### config.mk
export PLATFORM = sky130hd
export DESIGN_NAME = jpg_ioctl_streamer
export DESIGN_NICKNAME = d
export VERILOG_FILES = /design/src/rtl/jpg_stream_pkg.sv /design/src/rtl/jpg_beat_fifo.sv /design/src/rtl/jpg_ioctl_streamer.sv
export SDC_FILE = /design/constraint.sdc
export NUM_CORES = 1
export LEC_CHECK = 0
export BUFFER_PORTS_ARGS = -buffer_cell sky130_fd_sc_hd__buf_4
export CAP_MARGIN = 20
export CORE_MARGIN = 8
export CORE_UTILIZATION = 53
export CTS_CLUSTER_SIZE = 24
export DETAILED_ROUTE_END_ITERATION = 10
export GPL_TIMING_DRIVEN = 1
export HOLD_SLACK_MARGIN = 0.08
export PLACE_DENSITY = 0.75
export SLEW_MARGIN = 25
export SYNTH_ARGS = -nofsm -noshare
export SYNTH_HDL_FRONTEND = slang
export SYNTH_HIERARCHICAL = 1
export SYNTH_SLANG_ARGS = --single-unit
### constraint.sdc
create_clock -name clk_i -period 4.4 [get_ports clk_i]
set_input_delay 0 -clock clk_i [delete_from_list [all_inputs] [get_ports clk_i]]
set_output_delay 0 -clock clk_i [all_outputs]
set_load 0.02 [all_outputs]
### src/rtl/jpg_stream_pkg.sv
// Shared types and constants for the ioctl-to-jpeg beat streamer.
package jpg_stream_pkg;

  // One output beat: four bytes, byte enables and end-of-file marker.
  typedef struct packed {
    logic [31:0] data;
    logic [3:0]  strb;
    logic        last;
  } beat_t;

  // Download sequencing states.
  typedef enum logic [1:0] {
    ST_IDLE  = 2'd0,
    ST_LOAD  = 2'd1,
    ST_FLUSH = 2'd2
  } state_e;

  localparam logic [3:0] STRB_FULL = 4'b1111;
  localparam logic [3:0] STRB_HALF = 4'b0011;

  // Build a beat from its fields.
  function automatic beat_t make_beat(input logic [31:0] data,
                                      input logic [3:0]  strb,
                                      input logic        last);
    beat_t b;
    b.data = data;
    b.strb = strb;
    b.last = last;
    return b;
  endfunction

endpackage

### src/rtl/jpg_beat_fifo.sv
// Small synchronous FIFO of beats. A push while full is only taken when a
// pop happens in the same cycle; a pop while empty is ignored.
module jpg_beat_fifo
  import jpg_stream_pkg::*;
#(
  parameter int  DEPTH  = 4,
  parameter type item_t = jpg_stream_pkg::beat_t,
  localparam int AW     = $clog2(DEPTH)
) (
  input  logic        clk_i,
  input  logic        rst_i,
  input  logic        push_i,
  input  item_t       push_data_i,
  input  logic        pop_i,
  output item_t       head_o,
  output logic        full_o,
  output logic        empty_o,
  output logic [AW:0] count_o
);

  localparam logic [AW:0]   FULL_CNT = (AW+1)'(DEPTH);
  localparam logic [AW:0]   CNT_ONE  = (AW+1)'(1);
  localparam logic [AW-1:0] PTR_ONE  = AW'(1);

  item_t         mem_q [DEPTH];
  logic [AW-1:0] wr_ptr_q, wr_ptr_d;
  logic [AW-1:0] rd_ptr_q, rd_ptr_d;
  logic [AW:0]   count_q, count_d;
  logic          do_push_s, do_pop_s;

  // Qualify requests and compute next pointers and occupancy.
  always_comb begin
    do_pop_s  = pop_i && (count_q != '0);
    do_push_s = push_i && ((count_q != FULL_CNT) || do_pop_s);
    wr_ptr_d  = wr_ptr_q;
    rd_ptr_d  = rd_ptr_q;
    count_d   = count_q;
    if (do_push_s) begin
      wr_ptr_d = wr_ptr_q + PTR_ONE;
    end else begin
      wr_ptr_d = wr_ptr_q;
    end
    if (do_pop_s) begin
      rd_ptr_d = rd_ptr_q + PTR_ONE;
    end else begin
      rd_ptr_d = rd_ptr_q;
    end
    case ({do_push_s, do_pop_s})
      2'b10:   count_d = count_q + CNT_ONE;
      2'b01:   count_d = count_q - CNT_ONE;
      default: count_d = count_q;
    endcase
  end

  // Pointer and occupancy registers.
  always_ff @(posedge clk_i or posedge rst_i) begin
    if (rst_i) begin
      wr_ptr_q <= '0;
      rd_ptr_q <= '0;
      count_q  <= '0;
    end else begin
      wr_ptr_q <= wr_ptr_d;
      rd_ptr_q <= rd_ptr_d;
      count_q  <= count_d;
    end
  end

  // Storage; cleared on reset so the head reads as zero afterwards.
  always_ff @(posedge clk_i or posedge rst_i) begin
    if (rst_i) begin
      for (int i = 0; i < DEPTH; i++) begin
        mem_q[i] <= '0;
      end
    end else if (do_push_s) begin
      mem_q[wr_ptr_q] <= push_data_i;
    end
  end

  assign head_o  = mem_q[rd_ptr_q];
  assign full_o  = (count_q == FULL_CNT);
  assign empty_o = (count_q == '0);
  assign count_o = count_q;

endmodule

### src/rtl/jpg_ioctl_streamer.sv
// Converts hps_io 16-bit ioctl download words into 32-bit valid/accept
// beats for jpeg_core. The most recent complete beat is held back in a
// pending register so that the final beat of a file can be tagged last.
module jpg_ioctl_streamer
  import jpg_stream_pkg::*;
#(
  parameter logic [7:0] IOCTL_INDEX = 8'd1,
  parameter int         FIFO_DEPTH  = 4
) (
  input  logic        clk_i,
  input  logic        rst_i,
  input  logic        ioctl_download_i,
  input  logic [7:0]  ioctl_index_i,
  input  logic        ioctl_wr_i,
  input  logic [24:0] ioctl_addr_i,
  input  logic [15:0] ioctl_data_i,
  output logic        ioctl_wait_o,
  output logic        inport_valid_o,
  output logic [31:0] inport_data_o,
  output logic [3:0]  inport_strb_o,
  output logic        inport_last_o,
  input  logic        inport_accept_i,
  output logic        busy_o,
  output logic [24:0] byte_count_o
);

  localparam int          CW        = $clog2(FIFO_DEPTH);
  localparam logic [CW:0] DEPTH_CNT = (CW+1)'(FIFO_DEPTH);
  localparam logic [CW:0] CNT_ONE   = (CW+1)'(1);
  localparam logic [CW:0] CNT_TWO   = (CW+1)'(2);

  state_e      state_q, state_d;
  logic [31:0] asm_q, asm_d;
  logic        half_q, half_d;
  logic [31:0] pend_q, pend_d;
  logic        pend_vld_q, pend_vld_d;
  logic [24:0] byte_cnt_q, byte_cnt_d;
  logic        wait_q, wait_d;
  logic        busy_q, busy_d;
  logic        block_q, block_d;

  logic        index_match_s;
  logic        wr_ok_s;
  logic        push_s;
  logic        push_ok_s;
  logic        pop_s;
  beat_t       push_beat_s;
  beat_t       head_s;
  logic        fifo_full_s;
  logic        fifo_empty_s;
  logic [CW:0] fifo_count_s;
  logic [CW:0] count_nxt_s;
  logic [CW:0] free_nxt_s;
  logic        unused_addr_s;

  assign index_match_s = (ioctl_index_i == IOCTL_INDEX);
  assign wr_ok_s       = ioctl_wr_i && index_match_s && (state_q == ST_LOAD);
  assign pop_s         = !fifo_empty_s && inport_accept_i;
  assign push_ok_s     = push_s && (!fifo_full_s || pop_s);
  assign unused_addr_s = ^{ioctl_addr_i[24:2], ioctl_addr_i[0]};

  // Sequencing FSM: word assembly, pending beat hand-off and final flush.
  always_comb begin
    state_d     = state_q;
    asm_d       = asm_q;
    half_d      = half_q;
    pend_d      = pend_q;
    pend_vld_d  = pend_vld_q;
    byte_cnt_d  = byte_cnt_q;
    push_s      = 1'b0;
    push_beat_s = '0;
    // After a reset mid-download, wait for the download strobe to drop.
    if (!ioctl_download_i) begin
      block_d = 1'b0;
    end else begin
      block_d = block_q;
    end
    case (state_q)
      ST_IDLE: begin
        if (ioctl_download_i && index_match_s && !block_q) begin
          state_d    = ST_LOAD;
          byte_cnt_d = 25'd0;
          half_d     = 1'b0;
          pend_vld_d = 1'b0;
        end else begin
          state_d = ST_IDLE;
        end
      end
      ST_LOAD: begin
        if (wr_ok_s) begin
          byte_cnt_d = byte_cnt_q + 25'd2;
          if (!ioctl_addr_i[1]) begin
            asm_d[15:0] = ioctl_data_i;
            half_d      = 1'b1;
          end else begin
            asm_d[31:16] = ioctl_data_i;
            half_d       = 1'b0;
            pend_d       = {ioctl_data_i, asm_q[15:0]};
            pend_vld_d   = 1'b1;
            if (pend_vld_q) begin
              push_s      = 1'b1;
              push_beat_s = make_beat(pend_q, STRB_FULL, 1'b0);
            end else begin
              push_s = 1'b0;
            end
          end
        end else begin
          byte_cnt_d = byte_cnt_q;
        end
        if (!ioctl_download_i) begin
          state_d = ST_FLUSH;
        end else begin
          state_d = ST_LOAD;
        end
      end
      ST_FLUSH: begin
        if (!fifo_full_s) begin
          if (half_q) begin
            if (pend_vld_q) begin
              push_s      = 1'b1;
              push_beat_s = make_beat(pend_q, STRB_FULL, 1'b0);
              pend_vld_d  = 1'b0;
              state_d     = ST_FLUSH;
            end else begin
              push_s      = 1'b1;
              push_beat_s = make_beat({16'h0000, asm_q[15:0]}, STRB_HALF, 1'b1);
              half_d      = 1'b0;
              state_d     = ST_IDLE;
            end
          end else if (pend_vld_q) begin
            push_s      = 1'b1;
            push_beat_s = make_beat(pend_q, STRB_FULL, 1'b1);
            pend_vld_d  = 1'b0;
            state_d     = ST_IDLE;
          end else begin
            state_d = ST_IDLE;
          end
        end else begin
          state_d = ST_FLUSH;
        end
      end
      default: begin
        state_d = ST_IDLE;
      end
    endcase
  end

  // Occupancy after this cycle, used to register wait and busy.
  always_comb begin
    count_nxt_s = fifo_count_s;
    case ({push_ok_s, pop_s})
      2'b10:   count_nxt_s = fifo_count_s + CNT_ONE;
      2'b01:   count_nxt_s = fifo_count_s - CNT_ONE;
      default: count_nxt_s = fifo_count_s;
    endcase
    free_nxt_s = DEPTH_CNT - count_nxt_s;
    wait_d     = (free_nxt_s < CNT_TWO) || (state_d == ST_FLUSH);
    busy_d     = (state_d != ST_IDLE) || (count_nxt_s != '0);
  end

  // State, assembly and status registers.
  always_ff @(posedge clk_i or posedge rst_i) begin
    if (rst_i) begin
      state_q    <= ST_IDLE;
      asm_q      <= 32'd0;
      half_q     <= 1'b0;
      pend_q     <= 32'd0;
      pend_vld_q <= 1'b0;
      byte_cnt_q <= 25'd0;
      wait_q     <= 1'b0;
      busy_q     <= 1'b0;
      block_q    <= 1'b1;
    end else begin
      state_q    <= state_d;
      asm_q      <= asm_d;
      half_q     <= half_d;
      pend_q     <= pend_d;
      pend_vld_q <= pend_vld_d;
      byte_cnt_q <= byte_cnt_d;
      wait_q     <= wait_d;
      busy_q     <= busy_d;
      block_q    <= block_d;
    end
  end

  jpg_beat_fifo #(
    .DEPTH  (FIFO_DEPTH),
    .item_t (beat_t)
  ) u_fifo (
    .clk_i       (clk_i),
    .rst_i       (rst_i),
    .push_i      (push_s),
    .push_data_i (push_beat_s),
    .pop_i       (pop_s),
    .head_o      (head_s),
    .full_o      (fifo_full_s),
    .empty_o     (fifo_empty_s),
    .count_o     (fifo_count_s)
  );

  assign ioctl_wait_o   = wait_q;
  assign busy_o         = busy_q;
  assign byte_count_o   = byte_cnt_q;
  assign inport_valid_o = !fifo_empty_s;
  assign inport_data_o  = head_s.data;
  assign inport_strb_o  = head_s.strb;
  assign inport_last_o  = head_s.last;

endmodule

==> flow_metrics.py <==
metrics = {
    "sta": {
        "slew_viol_final": 0,
        "finalSetupViolCount": 0,
        "slew_headroom_pct": 40.7,
        "setup-tns-final_ns": 0,
        "worstMarginPinSlew_ns": 0.886,
        "min_period_ns": 3.46,
        "max_freq_ghz": 0.289,
        "finalCritPeriodShare_pct": 78.6,
        "final.setup_skew_ns": 0.0130,
        "hold_viol": 0,
        "rsz0062_at_grt": "false",
    },
    "pwr": {
        "powerDensity_nw_per_um2": 391,
        "vdd_drop_max_v": 0.000266,
        "leakage_nw": 6.27,
    },
    "routing": {
        "wirelength_um": 23400,
        "wire_per_inst_um": 19.4,
        "dr.first_iter.drc_count": 337,
        "viasPerCell": 5.66,
        "vias": 6818,
        "drtPass1Iterations": 6,
        "drcViolationCount": 0,
        "ant_nets": 0,
    },
    "run_status": {
        "status": "finished clean",
    },
    "clock_network": {
        "cts_buffers": 25,
        "cts_tree": "done",
        "clk_pin_slew_ns": 0.06,
        "clock-sinks": 234,
        "post_cts_resize_count": 0,
        "htree_levels": 1,
        "clockRootBuffer": "clkbuf_16",
        "clockBufferDepth": 3,
        "clock_insertion_delay_worst_skew_ns": 0.52,
    },
    "final_layout": {
        "diodes": 0,
        "drive_gt1_share_pct": 41.8,
        "fin_area_um2": 13100,
        "final_common_cell": "dfrtp_1",
        "fin_util_pct": 64.3,
        "final_cell_mix": "231 x dfrtp_1, 180 x mux2_2, 102 x buf_4",
        "area_growth_pct": 18.6,
        "nNetsFinal": 987,
    },
    "yosys": {
        "synth_nets": 867,
        "netlist_area_um2": 11000,
        "synth-edff-count": 0,
        "synth_ff_type": "dfrtp_1",
        "synth-seq-area-share_pct": 53.2,
        "yosys_warnings": 6,
        "netlist.area_leader.share_pct": 53.0,
        "synth_area_leaders": "dfrtp_1 53%, mux2_2 18%, mux4_2 7.6%",
        "syn_inst": 795,
        "yosys.area.top_type": "dfrtp_1",
        "synth-seq-cells": 234,
        "syn_area_per_cell_um2": 13.8,
        "synthArstFlopShare_pct": 100,
        "synth_cell_types": 56,
    },
    "global_routing": {
        "overflow": 0,
        "first_global_vias": 7484,
        "grt.total_usage_pct": 18.4,
        "grt_pass1_wl_um": 39000,
        "antenna_found_initial": 0,
        "grt_max_degree": 116,
    },
    "floorplanning": {
        "fp.coreArea_um2": 20300,
        "row_count": 52,
        "start_util_pct": 54.2,
        "die_w_um": 160,
        "die_y_um": 160,
        "ios": 119,
        "dieArea_um2": 25600,
    },
    "worst_setup_path": {
        "crit_buf_inv": 2,
        "worstPathArrival_ns": 3.84,
        "slowest_stage": "or3b_2",
        "worst-path-max-fanout": 10,
        "crit_family": "adder cells",
        "critical_path_class": "flop to flop",
        "crit_path_max_incr_delay_ns": 0.44,
        "cp_cell_sequence": "inv_1 > ha_1 > and2_1 > nand3_4 > o22ai_1 > buf_4 > o21ai_0 > ha_1 > fa_1 > xnor2_1 > nor2_1 > xnor2_1 > ha_1 > or3b_2",
        "worstPathRequired_ns": 4.78,
        "crit_top_cell": "ha_1",
        "cp-end-kind": "flop",
        "worst_setup_path_start_kind": "flop",
    },
    "placement": {
        "dp_hpwl_um": 14900,
        "placed_area_um2": 11900,
        "gp_congestion": 0.811,
        "io_buffers": 93,
    },
    "job": {
        "maxCapViolCount": 0,
    },
    "worst_hold_path": {
        "holdCritPathClass": "primary input to flop",
    },
}
## path summary, 6_finish.rpt
kind | slack [ns] | from | endpoint | depth (start not counted)
min | 0.13 | inport_accept_i | u_fifo/rd_ptr_q[1] | 5
max reg2reg | 0.94 | state_q[1] | busy_o | 14
max | 0.94 | state_q[1] | busy_o | 14
min reg2reg | 0.48 | pend_q[16] | pend_q[16] | 1
min in group asynchronous | 0.19 | rst_i | u_fifo/mem_q[63] | 3
max in group asynchronous | 2.70 | rst_i | pend_q[31] | 5
## state kept, by name, indices dropped and copies added, names as in the netlist
name and cells:
asm_q 16, block_q 1, busy_o 1, byte_count_o 24, half_q 1, ioctl_wait_o 1
pend_q 32, pend_vld_q 1, state_q 2, u_fifo/count_o 3, u_fifo/mem_q 148, u_fifo/rd_ptr_q 2
u_fifo/wr_ptr_q 2
## timing repair
| item | in CTS | in global routing |
|---|---|---|
| setup buffers | 0 | 0 |
| hold endpoints to repair | 241 | 0 |
| hold buffers | 25 | 0 |
| endpoints found under the setup margin | 0 | 0 |
## Yosys cell counts (3+ instances only)
cell type / count
a21oi_1: 17
a22oi_1: 8
a31oi_1: 9
a41oi_1: 3
and2_1: 19
and3_1: 10
buf_2: 14
buf_6: 15
clkbuf_1: 8
dfrtp_1: 233
ha_1: 16
inv_1: 19
mux2_1: 17
mux2_2: 180
mux2i_1: 3
mux4_2: 37
nand2_1: 31
nand2b_1: 4
nand3_1: 11
nand4_1: 10
nor2_1: 32
nor2_2: 8
nor2b_1: 3
nor3_1: 3
nor4_1: 4
o21ai_0: 7
o21ai_1: 29
o31ai_1: 5
xnor2_1: 5
xor2_1: 5
## cell families after synthesis
group           count (synthesis)  share of synthesized area (%)
mux                           237                           28.0
flops                         234                           53.2
simple gates                  146                           7.42
compound gates                 91                           5.19
buf+inv                        58                           3.19
fa+ha+maj                      18                           2.18
xor+xnor                       10                          0.795
other cells                     1                         0.0341
## worst min-delay path, cell delays in order
cell	delay (ns)
buf_4	0.10
nor2b_1	0.18
o31a_1	0.16
nand2_1	0.09
xnor2_1	0.06
## through the flow
step / setup slack, ns / total power [mW] / instances / hold slack (ns)
final: 0.943 / 5.11 / 1204 / 0.125
after global routing: 0.686 / 5.33 / 1204 / 0.132
after CTS: 0.955 / 5.17 / 1204 / 0.101
after detailed placement: 1.00 / 3.01 / 1133 / -0.0234
after global placement: 1.04 / 2.99 / 1133 / -0.0274
after floorplan: 0.222 / 2.81 / 795 / 0.132
## metal layers
metal / track usage, % / up-vias / routed length [um]
met3: 3.11 / 34 / 938
li1: - / 3139 / -
met5: 0 / - / 0
met4: 4.72 / 0 / 424
met2: 31.3 / 140 / 11600
met1: 24.2 / 3505 / 10500
## layout make-up
| type | instances | area, um^2 |
|---|---|---|
| clock buffer | 35 | 713 |
| sequential | 234 | 5860 |
| tap | 270 | 338 |
| inverter | 20 | 83.8 |
| fill | 1517 | 7240 |
| multi-input combinational | 503 | 4830 |
| timing repair buffer | 131 | 1100 |
| clock inverter | 11 | 136 |
## where the power goes
group	leakage [nW]	switching [mW]	internal, mW
Sequential	3.22	0.175	2.19
Clock	0.420	0.832	1.31
Combinational	2.63	0.285	0.314
Note: power is estimated with default switching activity, not from simulation.
